--- config.mk ---
export PLATFORM = sky130hd
export DESIGN_NAME = button_debounce
export DESIGN_NICKNAME = d
export VERILOG_FILES = /design/src/rtl/debounce_pkg.sv /design/src/rtl/debounce_ch.sv /design/src/rtl/button_debounce.sv
export SDC_FILE = /design/constraint.sdc
export NUM_CORES = 1
export LEC_CHECK = 0
export ABC_AREA = 1
export BUFFER_PORTS_ARGS = -buffer_cell sky130_fd_sc_hd__buf_2
export CAP_MARGIN = 15
export CORE_ASPECT_RATIO = 0.5
export CORE_MARGIN = 8
export CORE_UTILIZATION = 65
export CTS_CLUSTER_SIZE = 12
export DETAILED_ROUTE_END_ITERATION = 12
export GPL_ROUTABILITY_DRIVEN = 0
export PLACE_DENSITY = 0.83
export SYNTH_ARGS = -nofsm -noshare
export SYNTH_HDL_FRONTEND = slang
export SYNTH_HIERARCHICAL = 1
export SYNTH_SLANG_ARGS = --single-unit
--- constraint.sdc ---
create_clock -name clk -period 5.23 [get_ports clk]
set_clock_uncertainty 0.2 [all_clocks]
set_input_delay 1.569 -clock clk [delete_from_list [all_inputs] [get_ports clk]]
set_output_delay 1.569 -clock clk [all_outputs]
set_load 0.02 [all_outputs]
--- src/rtl/debounce_pkg.sv ---
`default_nettype none
// ============================================================================
// Module      : debounce_pkg
// Description : Shared state encoding and default count for the debouncer.
// Revision    : 1.0  initial release
// ============================================================================
package debounce_pkg;

  typedef enum logic [1:0] {
    DB_LOW       = 2'd0,
    DB_WAIT_HIGH = 2'd1,
    DB_HIGH      = 2'd2,
    DB_WAIT_LOW  = 2'd3
  } db_state_t;

  // 5 ms at a 100 MHz system clock
  localparam int DB_CYCLES_5MS = 500000;

endpackage : debounce_pkg
`default_nettype wire

--- src/rtl/debounce_ch.sv ---
`default_nettype none
// ============================================================================
// Module      : debounce_ch
// Description : One button channel: 2-flop synchronizer, qualification FSM,
//               saturating counter and registered level/press/release outputs.
// Revision    : 1.0  initial release
// ============================================================================
module debounce_ch
  import debounce_pkg::*;
#(
  parameter int DEBOUNCE_CYCLES = DB_CYCLES_5MS
) (
  input  logic clk,
  input  logic rst_n,
  input  logic i_btn,
  output logic o_db,
  output logic o_press,
  output logic o_release
);

  localparam int            c_CW   = (DEBOUNCE_CYCLES > 1) ? $clog2(DEBOUNCE_CYCLES) : 1;
  localparam logic [c_CW-1:0] c_TERM = c_CW'(DEBOUNCE_CYCLES - 1);
  localparam logic [c_CW-1:0] c_ONE  = c_CW'(1);

  logic            r_sync1;
  logic            r_sync2;
  db_state_t       r_state;
  logic [c_CW-1:0] r_cnt;
  logic            r_db;
  logic            r_press;
  logic            r_release;

  db_state_t       w_state_nxt;
  logic [c_CW-1:0] w_cnt_nxt;
  logic            w_db_nxt;
  logic            w_press_nxt;
  logic            w_release_nxt;

  always_ff @(posedge clk) begin
    if (!rst_n) begin
      r_sync1   <= 1'b0;
      r_sync2   <= 1'b0;
      r_state   <= DB_LOW;
      r_cnt     <= '0;
      r_db      <= 1'b0;
      r_press   <= 1'b0;
      r_release <= 1'b0;
    end else begin
      r_sync1   <= i_btn;
      r_sync2   <= r_sync1;
      r_state   <= w_state_nxt;
      r_cnt     <= w_cnt_nxt;
      r_db      <= w_db_nxt;
      r_press   <= w_press_nxt;
      r_release <= w_release_nxt;
    end
  end

  // The counter only advances in the WAIT states and stops at terminal count
  always_comb begin
    w_state_nxt   = r_state;
    w_cnt_nxt     = r_cnt;
    w_press_nxt   = 1'b0;
    w_release_nxt = 1'b0;
    case (r_state)
      DB_LOW: begin
        if (r_sync2) begin
          w_state_nxt = DB_WAIT_HIGH;
          w_cnt_nxt   = '0;
        end
      end
      DB_WAIT_HIGH: begin
        if (!r_sync2) begin
          w_state_nxt = DB_LOW;
        end else if (r_cnt == c_TERM) begin
          w_state_nxt = DB_HIGH;
          w_press_nxt = 1'b1;
        end else begin
          w_cnt_nxt = r_cnt + c_ONE;
        end
      end
      DB_HIGH: begin
        if (!r_sync2) begin
          w_state_nxt = DB_WAIT_LOW;
          w_cnt_nxt   = '0;
        end
      end
      DB_WAIT_LOW: begin
        if (r_sync2) begin
          w_state_nxt = DB_HIGH;
        end else if (r_cnt == c_TERM) begin
          w_state_nxt   = DB_LOW;
          w_release_nxt = 1'b1;
        end else begin
          w_cnt_nxt = r_cnt + c_ONE;
        end
      end
      default: begin
        w_state_nxt = DB_LOW;
        w_cnt_nxt   = '0;
      end
    endcase
    w_db_nxt = (w_state_nxt == DB_HIGH) || (w_state_nxt == DB_WAIT_LOW);
  end

  assign o_db      = r_db;
  assign o_press   = r_press;
  assign o_release = r_release;

endmodule : debounce_ch
`default_nettype wire

--- src/rtl/button_debounce.sv ---
`default_nettype none
// ============================================================================
// Module      : button_debounce
// Description : NUM_BTN independent push-button debounce channels.
// Revision    : 1.0  initial release
// ============================================================================
module button_debounce
  import debounce_pkg::*;
#(
  parameter int NUM_BTN         = 5,
  parameter int DEBOUNCE_CYCLES = DB_CYCLES_5MS
) (
  input  logic               clk,
  input  logic               rst_n,
  input  logic [NUM_BTN-1:0] btn_in,
  output logic [NUM_BTN-1:0] btn_db,
  output logic [NUM_BTN-1:0] btn_press,
  output logic [NUM_BTN-1:0] btn_release
);

  for (genvar g = 0; g < NUM_BTN; g++) begin : g_ch
    debounce_ch #(
      .DEBOUNCE_CYCLES (DEBOUNCE_CYCLES)
    ) u_ch (
      .clk       (clk),
      .rst_n     (rst_n),
      .i_btn     (btn_in[g]),
      .o_db      (btn_db[g]),
      .o_press   (btn_press[g]),
      .o_release (btn_release[g])
    );
  end

endmodule : button_debounce
`default_nettype wire

* After elaboration in Yosys (flattened, before gate mapping)
Cells that the tools add are included.
** Cells by class
- Eq/ne operators :: 50
- Reductions and logical operators :: 25
- $add $sub $neg :: 5
- Bitwise operators :: 6
- Mux-type cells :: 70
** Operators by type and width (count)
- 19-bit 2-to-1 mux :: 25
- 19-bit one-hot mux with 4 select lines :: 5
- 19-bit by 1-bit adder with 19-bit output, second input constant :: 5
- 19-bit == test, second input constant :: 5
- 2-bit 2-to-1 mux :: 30
- 2-bit == test, second input constant :: 20
- 2-bit one-hot mux with 4 select lines :: 5
- 2-bit by 1-bit inequality test with 1-bit output, second input constant :: 10
- 2-bit inequality test, second input constant :: 10
- 4-bit AND reduction :: 5
- 3-bit AND reduction :: 5
- 3-bit OR reduction :: 5
- 2-bit by 1-bit == test with 1-bit output, second input constant :: 5
- 2-bit zero test :: 5
- 1-bit NOT :: 6
- 1-bit logical OR :: 5
- 1-bit 2-to-1 mux :: 5
** Word-level totals
- Logic and storage cells :: 191
- Register bits :: 130

* Logic depth before layout (Yosys ltp)
Gate-level depths: netlist of the first run.
- Depth in word-level cells :: 6
- Mapped depth :: 10
- Depth with buffers taken out :: 10

* Modules after synthesis
Netlist of the first run, hierarchy kept.
** Modules (own cells, without submodules)
- debounce_ch at g_ch[0].u_ch ... :: sequential area each 500.5 sq um, area each 1505.2 sq um, times used 4, cells each 223
- debounce_ch at g_ch[4].u_ch :: sequential area each 520.5 sq um, area each 1506.4 sq um, times used 1, cells each 225

* Least setup slack after synthesis of the first run
Ideal clock, no wire load.
- Path kind :: input to register
- Start point :: input port rst_n
- End point :: register g_ch[4].u_ch.r_cnt[1]
- Buffers on the path :: 0
- Stages on the path :: 4
- Slack :: 2.942 ns
- Arrival :: 2.030 ns
- Data required time :: 4.972 ns
- Path through :: clkinv_1 nor2_1 nand3_1 nand2_1
** RTL lines
- start, declared :: RTL line button_debounce.sv:14 : input logic rst_n,
- end signal, assigned :: RTL line debounce_ch.sv:52 : r_cnt <= w_cnt_nxt;
- end, declared :: RTL line debounce_ch.sv:28 : logic [c_CW-1:0] r_cnt;

==> results_dict.tcl, run 1 <==
set metrics [dict create \
    status "completed" \
    fin_crit_ns 2.95 \
    placedCellCount 1268 \
    port_buffers 21 \
    hold_class "reg -> reg" \
    die_area_sq_um 15500 \
    end_kind "flop" \
    avgSynthCellArea_sq_um 6.74 \
    ctsResizeCount 0 \
    antenna_found_initial 0 \
    num_io_pins 22 \
    worst-setup-path-type "in -> reg" \
    clk_latency_ns 0.42 \
    overflow 0 \
    fin_cells 1300 \
    grt_max_degree 36 \
    antenna_cells 0 \
    critPathBufInv 2 \
    cts_sinks 126 \
    nFillCells 861 \
    htreeDepth 4 \
    ff2ff_setup_slack_ns 3.21 \
    postCtsSetupRepairBufs 0 \
    final_nets 1154 \
    wl_um 17100 \
    leakagePower_nw 3.03 \
    drc 0 \
    syn_inst 1117 \
    ys_warn_count 6 \
    num_vias 7178 \
    cts_buffers 17 \
    routedWlPerCell_um 13.2 \
    fin_crit_sh 0.564 \
    holdPathEnd "g_ch[3].u_ch/r_sync2" \
    viasPerCell 5.52 \
    ctsHoldBuffers 0 \
    max_stage_delay_ns 0.58 \
    slew_viol_final 0 \
    worst-path-max-fanout 35 \
    synth_fp_nets 1129 \
    drt_iter0_drc 632 \
    clock_tree.root_cell "clkbuf_16" \
    grt_pass1_wl_um 29200 \
    syn_area_sq_um 7530 \
    worstPathCellList "buf_2 -> clkinv_1 -> nor2_1 -> nand3_1 -> nand2_1" \
    clk_pin_slew_ns 0.06 \
    tns_ns 0 \
    cp_num_cells 5 \
    start_kind "input port" \
    utilization 0.741 \
    hold_violations 0 \
    slew_headroom 0.497 \
    syn_to_final_growth_pct 9.74 \
    coreArea_sq_um 11100 \
    vdd_ir_drop_max_mv 0.155 \
    ys_ff_latch 126 \
    power.density_nw_per_um2 271 \
    drt_first_pass_iters 5 \
    slowest_stage "buf_2" \
    cap_violations 0 \
    clock.fmax_mhz 339 \
    fp-row-count 27 \
    ant_nets 0 \
    hpwl_um 11600 \
    rsz0062_at_grt "no" \
    setup-violations-final 0 \
    synth.yosys.seq_area_share 0.335 \
    min-delay-start "g_ch[3].u_ch/r_sync1" \
    synth_cell_types 27 \
    timing.rr.end "g_ch[3].u_ch/r_cnt[12]" \
    drive_gt1_frac 0.170 \
    clk_path_buf_depth 2 \
    reg2regPathDepth 9 \
    required_ns 5.38 \
    cp.arrival_ns 3.10 \
    path_delay_family "buffers and inverters" \
    initial_utilization 0.675 \
    worstHoldPathCells 2 \
    r2r-start "g_ch[3].u_ch/r_cnt[0]" \
    cts_tree "done" \
    die_y_um 92.1 \
    die_w_um 168 \
    grt.total_usage 0.222 \
    tightest_slew_ns 0.755 \
    grt_pass1_vias 6626 \
]
[final cells by class]
type / instances / area [sq um] / area share
multi-input combinational: 851 / 4360 / 0.528
sequential: 126 / 2520 / 0.305
inverter: 125 / 497 / 0.0601
clock buffer: 18 / 429 / 0.0520
tap: 145 / 181 / 0.0220
clock inverter: 14 / 168 / 0.0203
timing repair buffer: 21 / 105 / 0.0127
[worst max path at each step]
stage / startpoint / end
floorplan: rst_n / g_ch[4].u_ch/r_cnt[1]
global placement: rst_n / g_ch[4].u_ch/r_cnt[1]
detailed placement: rst_n / g_ch[4].u_ch/r_cnt[1]
CTS: rst_n / g_ch[4].u_ch/r_cnt[1]
global route: rst_n / g_ch[4].u_ch/r_cnt[1]
finish: rst_n / g_ch[4].u_ch/r_cnt[1]
[worst reg2reg max path, delay by kind of cell (launching register included)]
family | cells | cell delay (ns)
flops | 1 | 0.36
buf+inv | 1 | 0.09
fa+ha+maj | 1 | 0.27
simple gates | 7 | 0.97
[power breakdown]
part	internal, mW	switching (mW)
Sequential	0.967	0.00816
Combinational	0.0158	0.0536
Clock	0.748	0.448
[metrics by stage]
step           hold WS (ns)  worst slack (ns)  cell area [sq um]  total power [mW]
2_1_floorplan         0.190              2.94               7530              1.05
3_3_place_gp          0.196              1.95               7660              1.06
3_5_place_dp          0.205              1.87               7660              1.06
4_1_cts               0.219              2.32               8260              2.25
5_1_grt               0.235              2.13               8260              2.30
6_report              0.215              2.28               8260              2.24
[state kept, by name, indices dropped and copies added, names as in the netlist]
name,flops
g_ch.u_ch/r_cnt,95
g_ch.u_ch/r_state,10
g_ch.u_ch/o_press,5
g_ch.u_ch/o_release,5
g_ch.u_ch/r_sync1,5
g_ch.u_ch/r_sync2,5
g_ch.u_ch/o_db,1
[routing by layer]
metal	wire, um	vias up	GRT usage	share of wire
li1	-	3619	-	-
met1	7690	3283	0.265	0.45
met2	8120	235	0.392	0.47
met3	999	41	0.0410	0.058
met4	285	0	0.0915	0.017
met5	0	-	0	0
[cells in the final DEF, fill, tap and decap left out, types with 21 or more instances in the layout]
master   instances
nor2_2          37
nor2_1         225
dfxtp_1        126
buf_2           21
inv_1           91
nor2_4          23
nand3_1        117
a21oi_1         39
xor2_1          25
nand2_1        255
nand4_1         35
[cells in the mapped netlist (all sizes together)]
master	number	area share
xor2	25	0.029
nand3	145	0.12
nand3b	10	0.010
clkinv	20	0.014
o21bai	5	0.0050
o21ai	5	0.0033
inv	105	0.052
a21oi	46	0.034
nand2	280	0.15
ha	5	0.0083
and3	5	0.0042
buf	15	0.020
dfxtp	126	0.34
nor3	5	0.0033
nor2	285	0.18
nand4	35	0.029
[kinds of logic after synthesis]
logic type,share of synthesized area
adders and majority gates,0.00831
buffers and inverters,0.0859
and+or+nand+nor,0.499
xor gates and xnor gates,0.0291
DFF,0.335
AOI/OAI and AO/OA,0.0424
No activity file was read; power rests on OpenSTA's default activity.
==> run 2: changes to the inputs <==
--- a/config.mk
+++ b/config.mk
@@ -10,11 +10,11 @@
 export CAP_MARGIN = 15
 export CORE_ASPECT_RATIO = 0.5
 export CORE_MARGIN = 8
-export CORE_UTILIZATION = 65
+export CORE_UTILIZATION = 57
 export CTS_CLUSTER_SIZE = 12
 export DETAILED_ROUTE_END_ITERATION = 12
 export GPL_ROUTABILITY_DRIVEN = 0
-export PLACE_DENSITY = 0.83
+export PLACE_DENSITY = 0.77
 export SYNTH_ARGS = -nofsm -noshare
 export SYNTH_HDL_FRONTEND = slang
 export SYNTH_HIERARCHICAL = 1
==> constraint.sdc (replaced) <==
create_clock -name clk -period 2.55 [get_ports clk]
set_clock_uncertainty 0.2 [all_clocks]
set_input_delay 0.765 -clock clk [delete_from_list [all_inputs] [get_ports clk]]
set_output_delay 0.765 -clock clk [all_outputs]
set_load 0.02 [all_outputs]
==> run 2 against run 1 <==
Via count fell by 0.64%. Sequential share of layout area fell by 0.32 points. Core utilization fell by 8.7 points. Non-clock buffer count rose by 8. Sequential power rose by 110%. Largest cell class unchanged. Hold slack got worse by 0.0057 ns. First-iteration DRC count rose by 2.2%. Critical path depth rose by 4.
==> results_dict.tcl, run 2 (same netlist as run 1, synthesis figures left out) <==
set metrics [dict create \
    drt_iter0_drc 646 \
    end_kind "flop" \
    min-delay-start "g_ch[2].u_ch/r_sync1" \
    grt_pass1_wl_um 31100 \
    coreArea_sq_um 12800 \
    postCtsSetupRepairBufs 0 \
    wl_um 17700 \
    antenna_found_initial 0 \
    rsz0062_at_grt "no" \
    viasPerCell 5.35 \
    num_vias 7132 \
    ff2ff_setup_slack_ns 0.50 \
    cts_buffers 17 \
    nFillCells 1122 \
    fin_crit_ns 2.05 \
    cap_violations 0 \
    grt_pass1_vias 6884 \
    drc 0 \
    p_clk_frac 0.529 \
    cts_sinks 126 \
    tns_ns 0 \
    p_seq_frac 0.438 \
    hpwl_um 12200 \
    htreeDepth 4 \
    cp.arrival_ns 2.16 \
    p_sw_mw 1.06 \
    grt_max_degree 20 \
    internal-power_mw 3.51 \
    drive_gt1_frac 0.176 \
    final_common_cell "nand2_1" \
    ant_nets 0 \
    worst-setup-path-type "reg -> reg" \
    clock.fmax_mhz 488 \
    worstHoldPathCells 2 \
    power.density_nw_per_um2 547 \
    fin_crit_sh 0.804 \
    port_buffers 21 \
    largest_reg_flops 95 \
    start_kind "flop" \
    r2r-start "g_ch[2].u_ch/r_cnt[0]" \
    setup-violations-final 0 \
    setup_slack_ns 0.500 \
    num_io_pins 22 \
    cts_tree "done" \
    initial_utilization 0.589 \
    die_w_um 179 \
    clock_tree.root_cell "clkbuf_16" \
    final_nets 1162 \
    slew_headroom 0.669 \
    ctsResizeCount 0 \
    routedWlPerCell_um 13.3 \
    grt.total_usage 0.211 \
    syn_to_final_growth_pct 10.9 \
    top_register "g_ch.u_ch/r_cnt" \
    clk_latency_ns 0.41 \
    vdd_ir_drop_max_mv 0.354 \
    layout_common_cells "nand2_1 (255), nor2_1 (225), dfxtp_1 (126)" \
    worst-path-max-fanout 19 \
    slew_viol_final 0 \
    antenna_cells 0 \
    fp-row-count 29 \
    combPwrFrac 0.034 \
    swShare 0.231 \
    required_ns 2.66 \
    dp_slack_ns 0.442 \
    ctsHoldBuffers 0 \
    place_area_sq_um 7750 \
    layout_top_registers "g_ch.u_ch/r_cnt x95, g_ch.u_ch/r_state x10" \
    reg2regPathDepth 9 \
    holdPathEnd "g_ch[2].u_ch/r_sync2" \
    leakagePower_nw 3.06 \
    status "completed" \
    timing.rr.end "g_ch[2].u_ch/r_cnt[4]" \
    hold_class "reg -> reg" \
    overflow 0 \
    clk_pin_slew_ns 0.06 \
    hold_violations 0 \
    post-route-cell-area_sq_um 8350 \
    clk_path_buf_depth 2 \
    die_area_sq_um 17400 \
    utilization 0.654 \
    drt_first_pass_iters 5 \
    crit_path_start "g_ch[2].u_ch/r_cnt[0]" \
    die_y_um 97.3 \
    regArea_sq_um 2520 \
    tightest_slew_ns 0.495 \
    multi_input_area_sq_um 4360 \
]
==> run 2: cell count changes in the layout (fill, tap and decap cells not counted) <==
cell / previous run / this run
buf_4: 0 / 8
clkbuf_1: 1 / 0
clkinvlp_4: 3 / 4
clkbuf_8: 0 / 2
bufinv_16: 3 / 2
clkinv_2: 10 / 9
==> run 2: metrics by stage <==
| step | total power [mW] | hold slack [ns] | instances |
|---|---|---|---|
| floorplan | 2.15 | 0.190 | 1117 |
| global placement | 2.19 | 0.196 | 1301 |
| detailed placement | 2.19 | 0.205 | 1301 |
| CTS | 4.61 | 0.214 | 1333 |
| global route | 4.72 | 0.222 | 1333 |
| finish | 4.57 | 0.209 | 1333 |
==> run 2: worst max path at each step <==
stage                                         to  slack [ns]  cells after the start
after floorplan           g_ch[0].u_ch/r_cnt[16]        0.84                      9
after global placement     g_ch[1].u_ch/r_cnt[1]        0.44                      5
after detailed placement   g_ch[1].u_ch/r_cnt[1]        0.44                      5
after CTS                  g_ch[2].u_ch/r_cnt[4]        0.51                      9
after global routing      g_ch[3].u_ch/r_cnt[16]        0.32                     10
final                      g_ch[2].u_ch/r_cnt[4]        0.50                      9
==> run 2: area by class of cell <==
class,instances,area share
multi-input combinational,851,0.522
sequential,126,0.302
inverter,125,0.0595
clock buffer,19,0.0543
tap,170,0.0255
timing repair buffer,29,0.0198
clock inverter,13,0.0168
==> run 2: power groups by stage <==
stage | clock network, mW | registers [mW] | logic [mW]
after floorplan | 0 | 2.03 | 0.117
after global placement | 0 | 2.04 | 0.148
after detailed placement | 0 | 2.04 | 0.152
after CTS | 2.46 | 2.00 | 0.154
after global routing | 2.55 | 2.00 | 0.173
final | 2.42 | 2.00 | 0.155
==> run 2: layer usage <==
metal / global-route usage / routed length, um / vias to the layer above / part of all wire
li1: - / - / 3626 / -
met1: 0.266 / 8280 / 3280 / 0.47
met2: 0.357 / 8380 / 190 / 0.47
met3: 0.0345 / 745 / 36 / 0.042
met4: 0.0790 / 296 / 0 / 0.017
met5: 0 / 0 / - / 0
==> run 2: worst max-delay path, stage by stage (launching register included) <==
cell	delay, ns
dfxtp_1	0.38
ha_1	0.28
nand3_4	0.15
clkinv_4	0.09
nand3_2	0.08
nor2_4	0.05
nor2_4	0.39
nand3_1	0.15
nand2_1	0.11
nor2_1	0.04
==> run 3: changes to the inputs <==
--- a/config.mk
+++ b/config.mk
@@ -10,11 +10,11 @@
 export CAP_MARGIN = 15
 export CORE_ASPECT_RATIO = 0.5
 export CORE_MARGIN = 8
-export CORE_UTILIZATION = 57
+export CORE_UTILIZATION = 63
 export CTS_CLUSTER_SIZE = 12
 export DETAILED_ROUTE_END_ITERATION = 12
 export GPL_ROUTABILITY_DRIVEN = 0
-export PLACE_DENSITY = 0.77
+export PLACE_DENSITY = 0.8
 export SYNTH_ARGS = -nofsm -noshare
 export SYNTH_HDL_FRONTEND = slang
 export SYNTH_HIERARCHICAL = 1
==> constraint.sdc (replaced) <==
create_clock -name clk -period 1.9 [get_ports clk]
set_clock_uncertainty 0.2 [all_clocks]
set_input_delay 0.57 -clock clk [delete_from_list [all_inputs] [get_ports clk]]
set_output_delay 0.57 -clock clk [all_outputs]
set_load 0.02 [all_outputs]
==> run 3 against run 2 <==
First-iteration DRC count increased by 11%. Maximum frequency grew 15%. Global-route usage up 1.2 points. Clock power grew 26%. Non-clock buffer count is 26 higher.
==> results_dict.tcl, run 3 (same netlist as run 1, synthesis figures left out) <==
set metrics [dict create \
    status "completed" \
    largest_reg_flops 95 \
    layout_top_registers "g_ch.u_ch/r_cnt x95, g_ch.u_ch/r_state x10" \
    ant_nets 0 \
    drt_iter0_drc 715 \
    reg2regPathDepth 11 \
    final_nets 1188 \
    antenna_found_initial 0 \
    grt.total_usage 0.224 \
    slew_headroom 0.808 \
    hold_violations 0 \
    power.density_nw_per_um2 696 \
    num_vias 7263 \
    clk_pin_slew_ns 0.06 \
    layout_common_cells "nand2_1 (255), nor2_1 (224), dfxtp_1 (123)" \
    worst-setup-path-type "reg -> reg" \
    fp-row-count 28 \
    die_w_um 171 \
    viasPerCell 5.37 \
    fin_crit_sh 0.941 \
    cap_violations 0 \
    top_register "g_ch.u_ch/r_cnt" \
    worst-path-max-fanout 17 \
    grt_pass1_wl_um 29900 \
    grt_pass1_vias 6749 \
    initial_utilization 0.641 \
    clk_latency_ns 0.40 \
    tightest_slew_ns 0.287 \
    rsz0062_at_grt "no" \
    routedWlPerCell_um 12.8 \
    cts_buffers 17 \
    port_buffers 21 \
    clock.fmax_mhz 559 \
    syn_to_final_growth_pct 14.2 \
    grt_max_degree 36 \
    cts_tree "done" \
    drt_first_pass_iters 7 \
    drc 0 \
    clock_tree.root_cell "clkbuf_16" \
    start_kind "flop" \
    overflow 0 \
    clk_path_buf_depth 2 \
    hold_class "in -> reg" \
    vdd_ir_drop_max_mv 0.537 \
    fin_cells 1352 \
    num_io_pins 22 \
    placedCellCount 1314 \
    final_common_cell "nand2_1" \
    ctsHoldBuffers 0 \
    htreeDepth 4 \
    tns_ns 0 \
    end_kind "flop" \
    antenna_cells 0 \
    fin_crit_ns 1.79 \
    worstHoldPathCells 3 \
    leakagePower_nw 3.20 \
    die_y_um 93.3 \
    cp.arrival_ns 1.89 \
    setup-violations-final 0 \
    drive_gt1_frac 0.196 \
    die_area_sq_um 15900 \
    cts_sinks 126 \
    required_ns 2.01 \
    hpwl_um 11800 \
    slew_viol_final 0 \
    coreArea_sq_um 11700 \
    wl_um 17300 \
]
==> run 3: final cells by class <==
type / instances / area (sq um)
fillers: 908 / 3140
clock buffers: 22 / 454
inverters: 125 / 497
flip-flops and latches: 126 / 2530
clock inverters: 8 / 92.6
well taps: 165 / 206
multi-input cells: 851 / 4400
repair buffers: 55 / 423
==> run 3: worst paths after layout <==
kind | from | end | slack [ns]
max | g_ch[4].u_ch/r_cnt[0] | g_ch[4].u_ch/r_cnt[7] | 0.11
min reg2reg | g_ch[3].u_ch/r_sync1 | g_ch[3].u_ch/r_sync2 | 0.21
max reg2reg | g_ch[4].u_ch/r_cnt[0] | g_ch[4].u_ch/r_cnt[7] | 0.11
min | btn_in[2] | g_ch[2].u_ch/r_sync1 | 0.14
==> run 3: power by group <==
part / total, mW / switching, mW / internal (mW)
Sequential: 2.67 / 0.0103 / 2.66
Clock: 3.06 / 1.12 / 1.94
Combinational: 0.254 / 0.173 / 0.0813
==> run 3: timing repair <==
| action | in CTS | in global routing |
|---|---|---|
| endpoints found under the setup margin | 4 | 46 |
| gates resized for setup | 0 | 11 |
| setup buffers | 6 | 2 |
| pin swaps | 3 | 2 |
==> run 3: per-stage QoR <==
stage	instance area, sq um	utilization	total power, mW	hold slack, ns	worst slack, ns
2_1_floorplan	7530	-	2.88	0.190	0.189
3_3_place_gp	7910	0.674	2.95	0.193	0.0704
3_5_place_dp	7910	0.674	2.96	0.204	0.00851
4_1_cts	8530	0.726	6.01	0.134	0.0101
5_1_grt	8590	0.732	6.16	0.147	0.00260
6_report	8590	0.732	5.98	0.143	0.112
==> run 3: worst max-delay path, stage by stage, from the launching register on <==
cell and delay, ns:
dfxtp_1 0.34, ha_2 0.20, nand3_2 0.13, clkinv_2 0.12, nand3_1 0.09, nor2_2 0.18, nor2_4 0.07, buf_12 0.15
nand2_1 0.06, nand2_1 0.04, inv_1 0.06, nor2_2 0.04
==> run 3: routing by layer <==
metal | GRT usage | routed length [um] | vias to the layer above
met5 | 0 | 0 | -
met4 | 0.0638 | 153 | 0
met3 | 0.0450 | 1040 | 22
met2 | 0.388 | 8150 | 249
met1 | 0.279 | 7990 | 3323
li1 | - | - | 3669
